### config.mk
export PLATFORM = sky130hd
export DESIGN_NAME = vga_plot_ctrl
export DESIGN_NICKNAME = d
export VERILOG_FILES = /design/src/rtl/vga_plot_ctrl.sv
export SDC_FILE = /design/constraint.sdc
export NUM_CORES = 1
export LEC_CHECK = 0
export CORE_MARGIN = 2
export CORE_UTILIZATION = 56
export CTS_CLUSTER_SIZE = 14
export DETAILED_ROUTE_END_ITERATION = 6
export PLACE_DENSITY = 0.78
export SKIP_CTS_REPAIR_TIMING = 1
export SYNTH_ARGS = -nofsm -noshare
export SYNTH_HDL_FRONTEND = slang
export SYNTH_SLANG_ARGS = --single-unit
export TNS_END_PERCENT = 10
### constraint.sdc
create_clock -name clk -period 2.6 [get_ports clk]
set_clock_uncertainty 0.05 [all_clocks]
set_input_delay 0.26 -clock clk [delete_from_list [all_inputs] [get_ports clk]]
set_output_delay 0.26 -clock clk [all_outputs]
set_load 0.005 [all_outputs]
### src/rtl/vga_plot_ctrl.sv
// Plot scheduler for the vga framebuffer writer: queues single-pixel plot
// requests in a small FIFO and runs a full-screen clear sweep with priority.
module vga_plot_ctrl #(
  parameter int XMAX  = 160,
  parameter int YMAX  = 120,
  parameter int DEPTH = 4
) (
  input  logic       clk,
  input  logic       reset,
  input  logic       req_valid,
  input  logic [7:0] req_x,
  input  logic [6:0] req_y,
  input  logic [2:0] req_colour,
  input  logic       clr_start,
  input  logic [2:0] clr_colour,
  output logic [7:0] x,
  output logic [6:0] y,
  output logic [2:0] colour,
  output logic       plot,
  output logic       busy,
  output logic       clr_done,
  output logic       overflow
);

  localparam int AW = $clog2(DEPTH);

  typedef enum logic {S_IDLE, S_CLEAR} state_t;

  state_t         r_state, w_state_nxt;
  logic           r_req_d, r_clr_d;
  logic [17:0]    r_mem [DEPTH];
  logic [AW-1:0]  r_wr_ptr, r_rd_ptr;
  logic [AW:0]    r_count;
  logic [7:0]     r_cx;
  logic [6:0]     r_cy;
  logic [2:0]     r_clr_col;
  logic           r_done_pend;

  logic w_req_rise, w_clr_cap, w_full, w_empty, w_push, w_pop, w_last;

  assign w_req_rise = req_valid & ~r_req_d;
  assign w_clr_cap  = clr_start & ~r_clr_d & (r_state != S_CLEAR);
  assign w_full     = (r_count == (AW+1)'(DEPTH));
  assign w_empty    = (r_count == '0);
  // Full check uses the pre-pop count, so a push into a full FIFO is dropped
  // even when a pop happens in the same cycle.
  assign w_push     = w_req_rise & ~w_full;
  assign w_pop      = (r_state == S_IDLE) & ~w_clr_cap & ~w_empty;
  assign w_last     = (r_cx == 8'(XMAX-1)) && (r_cy == 7'(YMAX-1));

  always_comb begin
    w_state_nxt = r_state;
    case (r_state)
      S_IDLE:  if (w_clr_cap) w_state_nxt = S_CLEAR;
      S_CLEAR: if (w_last)    w_state_nxt = S_IDLE;
      default: w_state_nxt = S_IDLE;
    endcase
  end

  always_ff @(posedge clk) begin
    if (w_push) r_mem[r_wr_ptr] <= {req_x, req_y, req_colour};
  end

  always_ff @(posedge clk or posedge reset) begin
    if (reset) begin
      r_state     <= S_IDLE;
      r_req_d     <= 1'b0;
      r_clr_d     <= 1'b0;
      r_wr_ptr    <= '0;
      r_rd_ptr    <= '0;
      r_count     <= '0;
      r_cx        <= '0;
      r_cy        <= '0;
      r_clr_col   <= '0;
      r_done_pend <= 1'b0;
      x           <= '0;
      y           <= '0;
      colour      <= '0;
      plot        <= 1'b0;
      busy        <= 1'b0;
      clr_done    <= 1'b0;
      overflow    <= 1'b0;
    end else begin
      r_state     <= w_state_nxt;
      r_req_d     <= req_valid;
      r_clr_d     <= clr_start;
      plot        <= 1'b0;
      clr_done    <= r_done_pend;
      r_done_pend <= 1'b0;
      busy        <= (r_state == S_CLEAR) | ~w_empty;

      if (w_req_rise & w_full) overflow <= 1'b1;
      if (w_push) r_wr_ptr <= r_wr_ptr + 1'b1;
      if (w_pop)  r_rd_ptr <= r_rd_ptr + 1'b1;
      case ({w_push, w_pop})
        2'b10:   r_count <= r_count + 1'b1;
        2'b01:   r_count <= r_count - 1'b1;
        default: r_count <= r_count;
      endcase

      case (r_state)
        S_IDLE: begin
          if (w_clr_cap) begin
            r_cx      <= '0;
            r_cy      <= '0;
            r_clr_col <= clr_colour;
          end else if (w_pop) begin
            plot                <= 1'b1;
            {x, y, colour}      <= r_mem[r_rd_ptr];
          end
        end
        S_CLEAR: begin
          plot   <= 1'b1;
          x      <= r_cx;
          y      <= r_cy;
          colour <= r_clr_col;
          if (r_cx == 8'(XMAX-1)) begin
            r_cx <= '0;
            r_cy <= r_cy + 1'b1;
          end else begin
            r_cx <= r_cx + 1'b1;
          end
          if (w_last) r_done_pend <= 1'b1;
        end
        default: ;
      endcase
    end
  end

endmodule

* Word level (Yosys, flattened, before mapping)
Memory sizes are Yosys's and may differ from the RTL's.
Index checks and enable logic that the tools add are counted.
** Storage, ports and cells
- Input bits :: 25
- ROM bits :: 0
- Latch bits :: 0
- Flip-flop bits (word level) :: 51
- Bits in writable memories :: 72
- Memories kept :: 1
** Cells by class
- Add/sub/neg operators :: 6
- Reductions and logical operators :: 6
- Shifts and indexed selects :: 0
- Multiplexer cells :: 26
- Equality and inequality tests :: 9
- $lt $le $gt $ge :: 0
- Bitwise logic cells :: 14
- Div/mod/pow operators :: 0
- Multipliers :: 0
** Memories
- r_mem :: depth 4, bits a word 18, rd ports 1, clocked after memory_dff 0, write ports 1, RTL line 31 : logic [17:0] r_mem [DEPTH];
** Operators with widths (count)
- 8-bit 2-to-1 mux :: 4
- 8-bit one-hot mux with 2 select lines :: 2
- 7-bit 2-to-1 mux :: 4
- 7-bit one-hot mux with 2 select lines :: 2
- 3-bit one-hot mux with 2 select lines :: 2
- 8-bit by 1-bit adder with 8-bit output (second input constant) :: 1
- 8-bit equality test (second input constant) :: 1
- 1-bit 2-to-1 mux :: 8
- 7-bit by 1-bit adder with 7-bit output (second input constant) :: 1
- 1-bit bitwise AND :: 7
- 7-bit equality test (second input constant) :: 1
- 3-bit 2-to-1 mux :: 2
- 2-bit inequality test (second input constant) :: 3
- 1-bit NOT :: 6
- 2-bit AND reduction :: 3
- 2-bit by 1-bit adder with 2-bit output (second input constant) :: 2
- 1-bit one-hot mux with 2 select lines :: 2
- 3-bit by 1-bit adder with 3-bit output (second input constant) :: 1
- 3-bit equality test (second input constant) :: 1
- 3-bit zero test :: 1
- 3-bit by 1-bit subtractor with 3-bit output (second input constant) :: 1
- 2-bit by 1-bit equality test with 1-bit output (second input constant) :: 1
- 2-bit equality test (second input constant) :: 1
- 2-bit by 1-bit inequality test with 1-bit output (second input constant) :: 1
- other kinds (3) :: 3

* Longest topological paths before layout
- Word-level depth :: 9
- Depth in mapped cells :: 10
- Mapped depth without buffers :: 9

* Worst setup path after synthesis
No wires, ideal clock.
- Kind :: flip-flop to flip-flop
- Start point :: reg r_state
- End point :: reg r_count[2]
- Clock period less this slack :: 2318 ps
- Arrival :: 2143 ps
- Required time :: 2425 ps
- Path slack :: 282 ps
- Stages on the path, launching flop included :: 11
- Cell sequence :: dfrtp_1 -> buf_2 -> or4_1 -> and3_1 -> buf_2 -> ha_1 -> inv_1 -> fa_1 -> xor2_1 -> nor2_1 -> xor2_1
** Between the ends
- Longest elaborated chain between the ends :: 7
** Ends and longest elaborated chain
- start, declared :: RTL line 29 : state_t r_state, w_state_nxt;
- start signal, assigned :: RTL line 84 : r_state <= w_state_nxt;
- 1-bit NOT (no source line) (*)
- 1-bit bitwise AND :: RTL line 42 : assign w_clr_cap = clr_start & ~r_clr_d & (r_state != S_CLEAR);
- 1-bit NOT :: RTL line 48 : assign w_pop = (r_state == S_IDLE) & ~w_clr_cap & ~w_empty;
- 1-bit bitwise AND (*) (2 in a row) :: RTL line 48
- net w_pop :: RTL line 39 : logic w_req_rise, w_clr_cap, w_full, w_empty, w_push, w_pop, w_last;
- 2-bit by 1-bit equality test with 1-bit output or 2-bit equality test (tied branches) :: RTL line 95 : case ({w_push, w_pop})
- 3-bit one-hot mux with 2 select lines or 2-bit nonzero test (tied branches)
- end signal, assigned :: RTL line 96 : 2'b10: r_count <= r_count + 1'b1;
- end signal, assigned :: RTL line 97 : 2'b01: r_count <= r_count - 1'b1;
- end signal, assigned :: RTL line 98 : default: r_count <= r_count;
- end, declared :: RTL line 33 : logic [AW:0] r_count;
The timed path passes the listed nets; every way through them passes the cells marked *.
A chain may end at the register's enable or synchronous reset.

* Final worst setup path
- Start point :: reg r_count[0]
- End point :: reg r_count[2]
** Between the ends
- Longest elaborated chain between the ends :: 5
** Ends and longest elaborated chain (RTL line)
- 3-bit equality test or 3-bit zero test (tied branches) :: 43, 44
- 1-bit NOT, on equally long branches :: 47, 48
- 1-bit bitwise AND, on equally long branches :: 47, 48
- 2-bit by 1-bit equality test with 1-bit output or 2-bit equality test (tied branches) :: 95
- 3-bit one-hot mux with 2 select lines or 2-bit nonzero test (tied branches)
Several ways; a longest one is shown, not always the timed one.

==> metrics.md <==
| Metric | Value |
|---|---|
| Core Util, Final | 70.95% |
| Total track usage | between 20% and 30% |
| Overall die height | just under 100 microns |
| Crit path largest cell delay | 0.59 ns |
| Gate count after technology mapping | roughly 330 |
| Fraction of final layout cells with drive strength greater than 1 | about 17% |
| FF-to-FF setup slack | between 0.3 and 0.4 ns |
| Routability congestion estimate from global placement | around 0.79 |
| Yosys Warn Count | 0 |
| Chip Width | 97.70 microns |
| Nets@finish | 427 |
| Overall via count from detail_route | ~3000 |
| Setup Total Neg Slack | 0 ns |
| Global-route wire length before repair | roughly 16000 microns |
| Floorplan Core Area | about 8600 sq um |
| Count of endpoints failing hold in the final timing report | 0 |
| Sequential cell area in the final layout | 3438 sq um |
| I/O pin count | 47 |
| Placed wire-length estimate | 6047 microns |
| Path class of the lowest-slack min-delay path | input pin to flip-flop |
| Final global-route overflow total | 0 |
| Final worst path period need | around 2.2 ns |
| Buf/Inv on CP | 1 |
| Met1 WL | about 4000 microns |
| Most instantiated library cell after synthesis | edfxtp_1 |
| Clock tree from TritonCTS | built |
| Port Buf Inserts | 46 |
| Most common library cells after synthesis | 72 x edfxtp_1, 58 x nand2_1, 51 x dfrtp_1, 20 x a22oi_1, 18 x mux4_2 |
| Clock sinks | around 120 |
| Fill cell count | 557 |
| Max Root-Sink Buffers | 2 |
| Count of max-cap constraint violations | 0 |
| Relative area change from synthesis to final layout | 24.64% |
| Final Cell Area | about 6100 sq um |
| CP dominant cell by count | xor2_1 |
| Starting density of the core | 56.93% |
| Floorplan die area | roughly 9500 sq um |
| Post-route fraction of the period consumed by the critical path | 84.72% |
| Commonest register cell after synthesis | edfxtp_1 |
| Average vias per placed instance | a little under 6 |
| Total inserted antenna cells | 0 |
| Post-DRT Antenna Nets | 0 |
| Outcome | finished, final reports clean |
| Pin count of the biggest net entering global routing | 42 |
| Post-Synthesis Mean Instance Area | between 15 and 20 sq um |
| Leading post-synthesis cells by cell area | edfxtp_1 44%, dfrtp_1 26%, mux4_2 8.2% |
| Average wire per standard cell | around 19 microns |
| Combined area of the multi-input logic cells | 1356 sq um |
| Maximum clock rate | around 450 MHz |
| DRC violation count after routing | 0 |
| Number of levels the H-tree was split into | 4 |
| Number of synthesized flops with an enable pin | just over 70 |
| Cells along the critical path | or4_1, and3_1, ha_1, inv_1, fa_1, xor2_1, nor2_1, xor2_1 |
| Critical path data arrival time | about 2.6 ns |
| Clock edge transition at the registers on the reported setup and hold paths | ~0.060 ns |
| Antenna violations before repair | 0 |
| Wirelength, routed | 9640 microns |
| Clock buffers created by TritonCTS | 17 |
| Max-slew headroom | 44.75% |
| Source-to-sink clock delay at the later pin of the worst-skew pair | 0.52 ns |
| Crit Path Category | flip-flop to flip-flop |
| Highest routed metal layer | met4 |
| Max stage delay cell, worst path | or4_1 |
| Sequential element share of the synthesized area | 69.94% |
| Type of element capturing the critical path | flip-flop |
| Leakage power total | 2.367 nW |
| Routed length on met3 | 564 microns |
| CTS root buffer | clkbuf_8 |
| Initial DRC count | about 160 |
| Cell family with most CP delay | simple AND/OR/NAND/NOR gates |
| Async set or reset register ratio after synthesis | between 40 and 50% |
| Hold slack | ~0.16 ns |
| Library cells used by synthesis | between 40 and 50 |
| Setup Viol. Count Final | 0 |
| Setup repair after global routing missed its margin | false |
| Maximum net fanout on the critical path | 4 |
| Count of pins over their slew limit | 0 |
| Worst vdd ir | 0.5081 mV |
| Number of detailed-routing iterations run before antenna repair | 5 |
| Register bit count reported by yosys | roughly 120 |
| Area of the mapped netlist | ~4900 sq um |
| Vias in the first global route | 3140 |
| Required time reported for the critical path endpoint | 2.95 ns |
| Worst slew pin tran | ~0.83 ns |
| Share of Yosys cell area claimed by the top area cell type | 43.98% |
| Startpoint kind of the worst setup timing path | flip-flop |
| Power per unit of standard cell area | 799.1 nW/um^2 |
| Number of standard-cell rows in the floorplan | 34 |
| Design Power | a little under 5 mW |
| Met2 wire length | roughly 5000 microns |
| Library cell occupying the most area in the post-synthesis netlist | edfxtp_1 |
| Synthesized netlist net count | 360 |
| DP Area | 5563 sq um |
## path summary, 6_finish.rpt
| check | end | cells after the start | from |
|---|---|---|---|
| hold reg to reg | clr_done$_DFF_PP0_ | 0 | r_done_pend$_DFF_PP0_ |
| setup / recovery | r_count[2]$_DFFE_PP0P_ | 8 | r_count[0]$_DFFE_PP0P_ |
| hold / removal | r_req_d$_DFF_PP0_ | 1 | req_valid |
| max in group asynchronous | x[6]$_DFFE_PP0P_ | 3 | reset |
| setup reg to reg | r_count[2]$_DFFE_PP0P_ | 8 | r_count[0]$_DFFE_PP0P_ |
| min in group asynchronous | busy$_DFF_PP0_ | 2 | reset |
## area by class of cell
cell class	instances	area share, %
Timing Repair Buffer	62	9.475
Sequential cell	123	56.12
Tap cell	108	2.205
Inverter	14	0.8577
Multi-Input combinational cell	176	22.14
Clock buffer	18	6.821
Clock inverter	14	2.389
## per-stage QoR
stage               setup WS (ns)  instances
floorplan                  0.2816        327
global placement           0.2280        483
detailed placement         0.1744        483
CTS                        0.3858        515
global route               0.2599        515
finish                     0.3974        515
## registers in the layout, indices dropped and copies added (netlist names)
register     flops
busy             1
clr_done         1
colour           3
overflow         1
plot             1
r_clr_col        3
r_clr_d          1
r_count          3
r_cx             8
r_cy             7
r_done_pend      1
r_mem           72
r_rd_ptr         2
r_req_d          1
r_state          1
r_wr_ptr         2
x                8
y                7
## cells by family after synthesis
logic type,count (synthesis),synth area share (%)
compound gates,46,6.541
flops,123,69.94
mux,20,8.654
buf+inv,28,2.469
fa+ha+maj,8,2.189
simple gates,95,8.959
xor+xnor,7,1.247
## layout by cell type (no fill, tap or decap), types with 5 or more instances in the layout
cell             instances
nand2_1                 58
o21ai_0                 10
nand3_1                  6
ha_1                     7
clkbuf_16               16
inv_1                   13
mux4_2                  18
a22oi_1                 20
nor2_1                   7
nor3_1                   6
dfrtp_1                 51
buf_4                   16
clkdlybuf4s50_1         46
clkinv_4                 5
edfxtp_1                72
## layer usage
| layer | track usage, % | vias to the layer above |
|---|---|---|
| met4 | 9.722 | 0 |
| met3 | 5.683 | 22 |
| met2 | 35.33 | 118 |
| li1 | - | 1355 |
| met1 | 28.62 | 1483 |
| met5 | 0 | - |
## power by group
part / switching, mW / total (mW) / internal [mW]
logic: 0.199 / 0.364 / 0.165
clock network: 0.839 / 2.20 / 1.36
registers: 0.0744 / 2.33 / 2.26
total: 1.11 / 4.90 / 3.78
Note: power is estimated with default switching activity, not from simulation.
